### src/rtl/spatz_xmem_pkg.sv
// Shared types for the Spatz X-interface memory responder: id type,
// outstanding-access metadata and the burst tracking state.
package spatz_xmem_pkg;

    localparam int unsigned IdWidth = 3;

    typedef logic [IdWidth-1:0] id_t;

    typedef struct packed {
        id_t  id;
        logic is_load;
    } meta_t;

    typedef enum logic [1:0] {
        IDLE,
        ACTIVE,
        DRAIN
    } burst_state_e;

endpackage

### src/rtl/spatz_xmem_responder_if.sv
// X-interface memory request/result bundle between the VLSU (master) and
// the memory-side responder (slave).
interface spatz_xmem_responder_if #(
    parameter int unsigned AddrWidth = 32,
    parameter int unsigned DataWidth = 32,
    parameter int unsigned IdWidth   = 3
);
    logic                   valid;
    logic                   ready;
    logic [IdWidth-1:0]     id;
    logic [AddrWidth-1:0]   addr;
    logic                   we;
    logic [DataWidth/8-1:0] strb;
    logic [DataWidth-1:0]   wdata;
    logic                   last;
    logic                   result_valid;
    logic [IdWidth-1:0]     result_id;
    logic [DataWidth-1:0]   result_rdata;

    modport master (
        output valid, id, addr, we, strb, wdata, last,
        input  ready, result_valid, result_id, result_rdata
    );

    modport slave (
        input  valid, id, addr, we, strb, wdata, last,
        output ready, result_valid, result_id, result_rdata
    );
endinterface

### src/rtl/fifo_v3.sv
// Synchronous FIFO with the common_cells fifo_v3 parameter set; a full FIFO
// never accepts a push, even if a pop happens in the same cycle.
module fifo_v3 #(
    parameter bit          FALL_THROUGH = 1'b0,
    parameter int unsigned DATA_WIDTH   = 32,
    parameter int unsigned DEPTH        = 8,
    parameter type         dtype        = logic [DATA_WIDTH-1:0],
    parameter int unsigned ADDR_DEPTH   = (DEPTH > 1) ? $clog2(DEPTH) : 1
) (
    input  logic                  clk_i,
    input  logic                  rst_ni,
    input  logic                  flush_i,
    output logic                  full_o,
    output logic                  empty_o,
    output logic [ADDR_DEPTH-1:0] usage_o,
    input  dtype                  data_i,
    input  logic                  push_i,
    output dtype                  data_o,
    input  logic                  pop_i
);
    localparam int unsigned CntW = ADDR_DEPTH + 1;

    dtype                  mem_q [DEPTH];
    logic [ADDR_DEPTH-1:0] rd_ptr_q, rd_ptr_d, wr_ptr_q, wr_ptr_d;
    logic [CntW-1:0]       cnt_q, cnt_d;
    logic                  bypass, do_push, do_pop;

    function automatic logic [ADDR_DEPTH-1:0] ptr_inc(input logic [ADDR_DEPTH-1:0] p);
        return (p == ADDR_DEPTH'(DEPTH - 1)) ? '0 : p + ADDR_DEPTH'(1);
    endfunction

    always_comb begin
        full_o   = (cnt_q == CntW'(DEPTH));
        bypass   = FALL_THROUGH && (cnt_q == '0) && push_i;
        empty_o  = (cnt_q == '0) && !bypass;
        usage_o  = cnt_q[ADDR_DEPTH-1:0];
        data_o   = bypass ? data_i : mem_q[rd_ptr_q];
        do_push  = push_i && !full_o && !(bypass && pop_i);
        do_pop   = pop_i && !empty_o && !bypass;
        wr_ptr_d = do_push ? ptr_inc(wr_ptr_q) : wr_ptr_q;
        rd_ptr_d = do_pop ? ptr_inc(rd_ptr_q) : rd_ptr_q;
        cnt_d    = cnt_q + CntW'(do_push) - CntW'(do_pop);
        if (flush_i) begin
            wr_ptr_d = '0;
            rd_ptr_d = '0;
            cnt_d    = '0;
        end
    end

    always_ff @(posedge clk_i or negedge rst_ni) begin
        if (!rst_ni) begin
            wr_ptr_q <= '0;
            rd_ptr_q <= '0;
            cnt_q    <= '0;
        end else begin
            wr_ptr_q <= wr_ptr_d;
            rd_ptr_q <= rd_ptr_d;
            cnt_q    <= cnt_d;
        end
    end

    always_ff @(posedge clk_i) begin
        if (do_push) mem_q[wr_ptr_q] <= data_i;
    end
endmodule

### src/rtl/spatz_xmem_responder.sv
// Memory-side responder for one VLSU port: forwards x_mem requests to an
// in-order grant/rvalid SRAM port and returns id-tagged load results.
// Optional macro SPATZ_XMEM_RESP_REG_EN registers the result and done outputs.
module spatz_xmem_responder #(
    parameter int unsigned AddrWidth     = 32,
    parameter int unsigned DataWidth     = 32,
    parameter int unsigned IdWidth       = 3,   // must match spatz_xmem_pkg::IdWidth
    parameter int unsigned NrOutstanding = 8
) (
    input  logic                   clk_i,
    input  logic                   rst_ni,
    spatz_xmem_responder_if.slave  x_mem,
    output logic                   mem_req_o,
    input  logic                   mem_gnt_i,
    output logic [AddrWidth-1:0]   mem_addr_o,
    output logic                   mem_we_o,
    output logic [DataWidth/8-1:0] mem_be_o,
    output logic [DataWidth-1:0]   mem_wdata_o,
    input  logic                   mem_rvalid_i,
    input  logic [DataWidth-1:0]   mem_rdata_i,
    output logic                   burst_busy_o,
    output logic                   burst_done_o
);
    import spatz_xmem_pkg::*;

    localparam int unsigned PtrW = $clog2(NrOutstanding);
    localparam int unsigned CntW = PtrW + 1;

    logic                 full, empty, accept, pop;
    logic [PtrW-1:0]      usage;
    logic [CntW-1:0]      count, count_d;
    meta_t                meta_in, meta_head;
    burst_state_e         state_q, state_d;
    logic                 done_raw;
    logic                 res_valid;
    logic [IdWidth-1:0]   res_id;
    logic [DataWidth-1:0] res_rdata;

    assign mem_req_o   = x_mem.valid & ~full;
    assign mem_addr_o  = x_mem.addr;
    assign mem_we_o    = x_mem.we;
    assign mem_wdata_o = x_mem.wdata;
    assign mem_be_o    = x_mem.we ? x_mem.strb : '1;
    assign x_mem.ready = mem_gnt_i & ~full;
    assign accept      = x_mem.valid & x_mem.ready;
    // Responses with nothing outstanding are dropped here.
    assign pop         = mem_rvalid_i & ~empty;

    assign meta_in.id      = id_t'(x_mem.id);
    assign meta_in.is_load = ~x_mem.we;

    fifo_v3 #(
        .FALL_THROUGH (1'b0),
        .DEPTH        (NrOutstanding),
        .dtype        (meta_t)
    ) i_meta_fifo (
        .clk_i   (clk_i),
        .rst_ni  (rst_ni),
        .flush_i (1'b0),
        .full_o  (full),
        .empty_o (empty),
        .usage_o (usage),
        .data_i  (meta_in),
        .push_i  (accept),
        .data_o  (meta_head),
        .pop_i   (pop)
    );

    // usage wraps to zero when full, so rebuild the true occupancy.
    assign count   = full ? CntW'(NrOutstanding) : {1'b0, usage};
    assign count_d = count + CntW'(accept) - CntW'(pop);

    assign res_valid = pop & meta_head.is_load;
    assign res_id    = res_valid ? IdWidth'(meta_head.id) : '0;
    assign res_rdata = res_valid ? mem_rdata_i : '0;

    always_ff @(posedge clk_i or negedge rst_ni) begin
        if (!rst_ni) state_q <= IDLE;
        else         state_q <= state_d;
    end

    always_comb begin
        state_d = state_q;
        unique case (state_q)
            IDLE:   if (accept) state_d = x_mem.last ? DRAIN : ACTIVE;
            ACTIVE: if (accept && x_mem.last) state_d = DRAIN;
            DRAIN: begin
                if (count_d == '0) state_d = accept ? (x_mem.last ? DRAIN : ACTIVE) : IDLE;
            end
            default: state_d = IDLE;
        endcase
    end

    always_comb begin
        burst_busy_o = (state_q != IDLE);
        done_raw     = (state_q == DRAIN) && (count_d == '0);
    end

`ifdef SPATZ_XMEM_RESP_REG_EN
    logic                 res_valid_q, done_q;
    logic [IdWidth-1:0]   res_id_q;
    logic [DataWidth-1:0] res_rdata_q;

    always_ff @(posedge clk_i or negedge rst_ni) begin
        if (!rst_ni) begin
            res_valid_q <= 1'b0;
            res_id_q    <= '0;
            res_rdata_q <= '0;
            done_q      <= 1'b0;
        end else begin
            res_valid_q <= res_valid;
            res_id_q    <= res_id;
            res_rdata_q <= res_rdata;
            done_q      <= done_raw;
        end
    end

    assign x_mem.result_valid = res_valid_q;
    assign x_mem.result_id    = res_id_q;
    assign x_mem.result_rdata = res_rdata_q;
    assign burst_done_o       = done_q;
`else
    assign x_mem.result_valid = res_valid;
    assign x_mem.result_id    = res_id;
    assign x_mem.result_rdata = res_rdata;
    assign burst_done_o       = done_raw;
`endif

`ifndef SYNTHESIS
    a_rvalid_outstanding: assert property (@(posedge clk_i) disable iff (!rst_ni)
        mem_rvalid_i |-> !empty)
        else $warning("spatz_xmem_responder: mem_rvalid_i with no outstanding access, response dropped");
`endif
endmodule

### src/flat_wrapper.sv
// flat-port wrapper written by rule: the top's interface ports become plain ports
module spatz_xmem_responder_flat import spatz_xmem_pkg::*;
#(
    parameter int unsigned AddrWidth     = 32,
    parameter int unsigned DataWidth     = 32,
    parameter int unsigned IdWidth       = 3,                                        
    parameter int unsigned NrOutstanding = 8
)
  (clk_i, rst_ni, mem_req_o, mem_gnt_i, mem_addr_o, mem_we_o, mem_be_o, mem_wdata_o, mem_rvalid_i, mem_rdata_i, burst_busy_o, burst_done_o, x_mem_valid, x_mem_id, x_mem_addr, x_mem_we, x_mem_strb, x_mem_wdata, x_mem_last, x_mem_ready, x_mem_result_valid, x_mem_result_id, x_mem_result_rdata);
  spatz_xmem_responder_if #(.AddrWidth(AddrWidth), .DataWidth(DataWidth), .IdWidth(IdWidth)) x_mem_i ();
  input  logic clk_i;
  input  logic rst_ni;
  output logic mem_req_o;
  input  logic mem_gnt_i;
  output logic [AddrWidth-1:0] mem_addr_o;
  output logic mem_we_o;
  output logic [DataWidth/8-1:0] mem_be_o;
  output logic [DataWidth-1:0] mem_wdata_o;
  input  logic mem_rvalid_i;
  input  logic [DataWidth-1:0] mem_rdata_i;
  output logic burst_busy_o;
  output logic burst_done_o;
  input wire logic [$bits(x_mem_i.valid)-1:0] x_mem_valid;
  input wire logic [$bits(x_mem_i.id)-1:0] x_mem_id;
  input wire logic [$bits(x_mem_i.addr)-1:0] x_mem_addr;
  input wire logic [$bits(x_mem_i.we)-1:0] x_mem_we;
  input wire logic [$bits(x_mem_i.strb)-1:0] x_mem_strb;
  input wire logic [$bits(x_mem_i.wdata)-1:0] x_mem_wdata;
  input wire logic [$bits(x_mem_i.last)-1:0] x_mem_last;
  output wire logic [$bits(x_mem_i.ready)-1:0] x_mem_ready;
  output wire logic [$bits(x_mem_i.result_valid)-1:0] x_mem_result_valid;
  output wire logic [$bits(x_mem_i.result_id)-1:0] x_mem_result_id;
  output wire logic [$bits(x_mem_i.result_rdata)-1:0] x_mem_result_rdata;
  assign x_mem_i.valid = x_mem_valid;
  assign x_mem_i.id = x_mem_id;
  assign x_mem_i.addr = x_mem_addr;
  assign x_mem_i.we = x_mem_we;
  assign x_mem_i.strb = x_mem_strb;
  assign x_mem_i.wdata = x_mem_wdata;
  assign x_mem_i.last = x_mem_last;
  assign x_mem_ready = x_mem_i.ready;
  assign x_mem_result_valid = x_mem_i.result_valid;
  assign x_mem_result_id = x_mem_i.result_id;
  assign x_mem_result_rdata = x_mem_i.result_rdata;
  spatz_xmem_responder #(.AddrWidth(AddrWidth), .DataWidth(DataWidth), .IdWidth(IdWidth), .NrOutstanding(NrOutstanding)) u_core (.clk_i(clk_i), .rst_ni(rst_ni), .x_mem(x_mem_i), .mem_req_o(mem_req_o), .mem_gnt_i(mem_gnt_i), .mem_addr_o(mem_addr_o), .mem_we_o(mem_we_o), .mem_be_o(mem_be_o), .mem_wdata_o(mem_wdata_o), .mem_rvalid_i(mem_rvalid_i), .mem_rdata_i(mem_rdata_i), .burst_busy_o(burst_busy_o), .burst_done_o(burst_done_o));
endmodule
### config.mk
export PLATFORM = sky130hd
export DESIGN_NAME = spatz_xmem_responder_flat
export DESIGN_NICKNAME = d
export VERILOG_FILES = /design/src/rtl/spatz_xmem_pkg.sv /design/src/rtl/spatz_xmem_responder_if.sv /design/src/rtl/fifo_v3.sv /design/src/rtl/spatz_xmem_responder.sv /design/src/flat_wrapper.sv
export SDC_FILE = /design/constraint.sdc
export NUM_CORES = 1
export LEC_CHECK = 0
export CORE_MARGIN = 2
export CORE_UTILIZATION = 37
export DETAILED_ROUTE_END_ITERATION = 16
export PLACE_DENSITY = 0.88
export SLEW_MARGIN = 20
export SYNTH_ARGS = -nofsm -noshare
export SYNTH_HDL_FRONTEND = slang
export SYNTH_SLANG_ARGS = --single-unit
### constraint.sdc
create_clock -name clk_i -period 7.5 [get_ports clk_i]
set_input_delay 1.875 -clock clk_i [delete_from_list [all_inputs] [get_ports clk_i]]
set_output_delay 1.875 -clock clk_i [all_outputs]
set_load 0.005 [all_outputs]
* Word level (Yosys, flattened, before mapping) *
Memories as Yosys holds them, arrays and structs flattened.
Cells that the tools add are included.

storage, ports and cells
  register bits = 12
  RAM bits = 32
  input port bits = 110
  output and inout port bits = 109
  word-level logic and storage cells = 52
  memories = 1

memory list
  memory                    depth  bits a word  rd ports  clocked after Yosys merged registers in  wr ports  RTL line       RTL
  u_core.i_meta_fifo.mem_q  8      4            1         0                                        1         fifo_v3.sv:23  dtype mem_q [DEPTH];

operators by class
  add/sub/neg operators = 6
  eq/ne operators = 8
  mux-type cells = 14
  bitwise gates (word level) = 8
  reductions and logical operators = 11

operators with widths
  kind                 number
  $mux 32              1
  $mux 2               5
  $mux 3               3
  $add 4x1->4          2
  $logic_not 4->1      2
  $mux 4               2
  $sub 4x1->4          2
  $add 3x1->3 const B  2
  $eq 3x3->1 const B   2
  $ne 2x1->1 const B   3
  $pmux 2 s3           1
  $and 1x1->1          5
  $eq 4x4->1 const B   1
  $logic_and 1x1->1    4
  $not 1->1            3
  $reduce_and 3->1     1
  $eq 2x1->1 const B   1
  $eq 2x2->1 const B   1
  $logic_not 1->1      2
  $logic_not 2->1      1
  $mux 1               2
  $reduce_bool 2->1    1

* Longest topological paths before layout *
  depth after elaboration = 9
  gate-level depth with buffers = 15
  mapped depth without buffers = 14

* By module *
Synthesis repeated with hierarchy kept, for this count alone.

unflattened totals
  cells, all modules = 278
  area, all modules = 3,042.9 µm²

modules (own cells, without submodules)
  module                times used  cells each  area an instance (µm²)  sequential area each (µm²)
  fifo_v3               1           124         1,928.1                 1,211.2
  spatz_xmem_responder  1           154         1,114.8                 50.0

* Worst setup path before layout *
Ideal clock, no wire load.

  path type = input to output
  start = in x_mem_valid
  end = out burst_done_o
  arrival = 3.887 ns
  data required time = 5.625 ns
  slack = 1.738 ns
  stages = 13
  path through = nand2_1 > nor2_1 > inv_1 > buf_2 > ha_1 > inv_1 > ha_1 > inv_1 > fa_1 > xnor2_1 > nor3b_1 > o21ai_0 > nor3b_1

on the way
  word-level cells in the longest chain between the ends = 5

ends and longest elaborated chain
  element            RTL line                    RTL
  from (decl)        flat_wrapper.sv:23          input wire logic [$bits(x_mem_i.valid)-1:0] x_mem_valid;
  $and 1x1->1        spatz_xmem_responder.sv:45  assign accept = x_mem.valid & x_mem.ready;
  $add 4x1->4        spatz_xmem_responder.sv:71  assign count_d = count + CntW'(accept) - CntW'(pop);
  $sub 4x1->4        spatz_xmem_responder.sv:71
  $logic_not 4->1    spatz_xmem_responder.sv:96  done_raw = (state_q == DRAIN) && (count_d == '0);
  $logic_and 1x1->1  spatz_xmem_responder.sv:96
  to (decl)          flat_wrapper.sv:22          output logic burst_done_o;

Every way passes these cells.

* Worst setup path after layout *
Ends and elaborated chain as after synthesis.

==> out/results.tsv <==
stage	metric	value	unit
power_and_ir_drop	power.density	301	nW/um^2
yosys	syn-num-nets	372	
placed_design	gp_congestion	0.793	
timing	final.setup.worst_slack	0.468	ns
yosys	synth_most_common_cell	buf_4	
timing	fin_crit_sh	0.938	
yosys	synthFlopType	edfxtp_1	
yosys	muxShareOfSynthArea	0.0860	
yosys	syn_inst	247	
grt	grt_max_degree	37	
yosys	ys_types	34	
timing	whs	0.548	ns
final_layout	finalNonFillerCells	370	
timing	skew	0.00627	ns
setup_path	crit_path_top_delay_cell	clkdlybuf4s50_1	
placed_design	place.detailed.hpwl	7500	um
final_layout	fin_util	0.468	
cts	cts_resized	0	
timing	maxSlewViolCount	0	
die	start_util	0.385	
setup_path	cp.arrival	5.16	ns
die	dieHeight	91.3	um
timing	slew_headroom	0.326	
final_layout	multiInputGateArea	980	um^2
cts	clk_latency	0.29	ns
grt	first_global_vias	1849	
yosys	yosys_warnings	0	
die	io_pins	219	
timing	tns	0	ns
yosys	synthTopCellsByArea	edfxtp_1, buf_4, dfrtp_1	
cts	cts.clk_slew.worst_paths	0.07	ns
cts	cts_buffer_depth	2	
setup_path	max_stage_delay	0.54	ns
detailed_routing	wl_per_cell	23.6	um
cts	root_buffer	clkbuf_8	
final_layout	seq_area	1260	um^2
setup_path	critPathTopFamily	buffers and inverters	
yosys	async_flop_share	0.273	
grt	grt_usage	0.207	
setup_path	end_kind	output port	
yosys	ys_seq_elements	44	
timing	setup_viol	0	
final_layout	n_antenna_cell	0	
die	die_w	91.3	um
min_path	hold_class	flip-flop to flip-flop	
setup_path	cp_max_fo	11	
yosys	netlist_area	2820	um^2
yosys	synth_common_cells	buf_4, and2_1, edfxtp_1, inv_1, ha_1	
cts	postCtsSetupRepairBufs	0	
yosys	yosys.area.top_type	edfxtp_1	
cts	cts_made_buffers	5	
setup_path	cp_num_buf_inv	5	
final_layout	drive_gt1_frac	0.0738	
die	die_area	8340	um^2
placed_design	port_buffers	90	
yosys	synth_edf_count	32	
die	core.rowCount	31	
die	core_area	7330	um^2
final_layout	syn_to_final_growth	21.5	%
timing	tightest_slew	1.00	ns
timing	finalHoldViolCount	0	
setup_path	required	5.62	ns
run_status	status	finished clean	
detailed_routing	drtIter0Drc	43	
final_layout	layout.nets	395	
yosys	yosysSeqAreaShare	0.447	
yosys	synth_top_area_frac	0.340	
power_and_ir_drop	leakagePower	1.31	nW
placed_design	pre_cts_slack	0.465	ns
min_path	hold_path_depth	1	
setup_path	reg2reg_depth	14	
yosys	synth_compound_area_frac	0.0337	
setup_path	crit_path_cell_trace	clkdlybuf4s50_1 > nand2_1 > nor2_1 > inv_1 > ha_1 > inv_1 > ha_1 > inv_1 > fa_1 > xnor2_1 > nor3b_1 > o21ai_0 > nor3b_1 > clkdlybuf4s50_1	
detailed_routing	wl	8740	um
cts	cts_hold_buf	0	
run	drv_cap	0	
setup_path	startpoint	x_mem_valid	
detailed_routing	ant_nets	0	
yosys	yosys.area_share.simple	0.145	
timing	rsz0062_at_grt	false	
setup_path	reg2reg_to	u_core.state_q[0]$_DFFE_PN0P_	
yosys	synth_top_family_by_area	buffers and inverters	
timing	fin_crit	7.03	ns
cts	cts_tree	built	
grt	grt_pass1_wl	12600	um
power_and_ir_drop	peakVddDrop	119	uV
detailed_routing	dr.pass1.iters	4	
setup_path	cp_common_cell	inv_1	
grt	grt_remaining_overflow	0	
min_path	hold_end	u_core.state_q[0]$_DFFE_PN0P_	
min_path	holdCritStartpoint	u_core.state_q[0]$_DFFE_PN0P_	
setup_path	path_class	input port to output port	
final_layout	fill_cells	645	
placed_design	dp.cells	362	
yosys	synth.avg_cell_area	11.4	um^2
cts	clock_sinks	44	
detailed_routing	vias	1766	
setup_path	r2r_slack	3.83	ns
timing	max_freq	0.142	GHz
yosys	synth-xor-area-share	0.00931	
grt	antenna_found_initial	0	
detailed_routing	drc	0	
setup_path	r2r-start	u_core.i_meta_fifo.cnt_q[2]$_DFF_PN0_	
setup_path	cp-start-kind	input port	
cts	htree_levels	2	
yosys	synth-adder-area-share	0.0718	
detailed_routing	detail_route.vias_per_cell	4.77	
==> report_power, final <==
group / total [mW] / switching (mW) / internal, mW
Clock: 0.173 / 0.0747 / 0.0987
Combinational: 0.477 / 0.194 / 0.284
Sequential: 0.382 / 0.0740 / 0.308
==> worst max path at each step <==
stage | depth (start not counted) | to
finish | 14 | burst_done_o
global route | 14 | burst_done_o
CTS | 14 | burst_done_o
detailed placement | 14 | burst_done_o
global placement | 14 | burst_done_o
floorplan | 13 | burst_done_o
==> state kept, by name, summed over array words and instances (netlist names) <==
register	cells
u_core.i_meta_fifo.wr_ptr_q	3
u_core.i_meta_fifo.mem_q	32
u_core.i_meta_fifo.rd_ptr_q	3
u_core.i_meta_fifo.cnt_q	4
u_core.state_q	2
==> cell usage in the layout (no fill, tap or decap), types with 2 or more instances in the layout <==
cell type / instances
a21o_1: 3
a21oi_1: 2
and2_1: 32
clkbuf_8: 5
clkdlybuf4s50_1: 90
dfrtp_1: 12
edfxtp_1: 32
fa_1: 2
ha_1: 13
inv_1: 15
mux2_2: 2
mux2i_1: 4
mux4_2: 8
nand2_1: 10
nand2b_1: 4
nor2_1: 2
nor2b_1: 5
nor3_1: 4
nor3b_1: 6
nor4b_1: 2
o21ai_0: 2
xor2_1: 2
==> cells by family (layout without fill, tap and decap cells) <==
kind of cell | after synthesis | in the layout
adders and majority gates | 15 | 15
muxes | 14 | 14
buffers and inverters | 89 | 113
and+or+nand+nor | 69 | 69
AOI/OAI and AO/OA | 13 | 13
xor gates and xnor gates | 3 | 3
DFF | 44 | 44
==> final cells by class <==
| cell class | instances | share of cell area |
|---|---|---|
| sequential | 44 | 0.368 |
| multi-input combinational | 114 | 0.286 |
| timing repair buffer | 90 | 0.263 |
| tap | 99 | 0.0361 |
| clock buffer | 6 | 0.0212 |
| inverter | 15 | 0.0164 |
| clock inverter | 2 | 0.0102 |
==> through the flow <==
stage	power, mW	area (um^2)
6_report	1.03	3430
5_1_grt	1.11	3430
4_1_cts	1.04	3420
3_5_place_dp	0.866	3320
3_3_place_gp	0.836	3320
2_1_floorplan	0.678	2820
==> worst register-to-register path, delay by kind of cell, from the launching register on <==
family / cells / cell delay [ns]
AND/OR/NAND/NOR: 3 / 0.99
flip-flops: 1 / 0.42
XOR/XNOR: 1 / 0.13
adder cells (fa/ha/maj): 4 / 0.98
AO/OA/AOI/OAI: 2 / 0.46
buffers and inverters: 4 / 0.56
==> routing by layer <==
metal  part of all wire  up-vias  track usage  wire length [um]
met2               0.51      121        0.362              4490
met5                  0        -            0                 0
met1               0.29      825        0.180              2530
li1                   -      813            -                 -
met4             0.0067        0       0.0379                59
met3               0.19        7        0.180              1660
(Power assumes the default switching activity.)
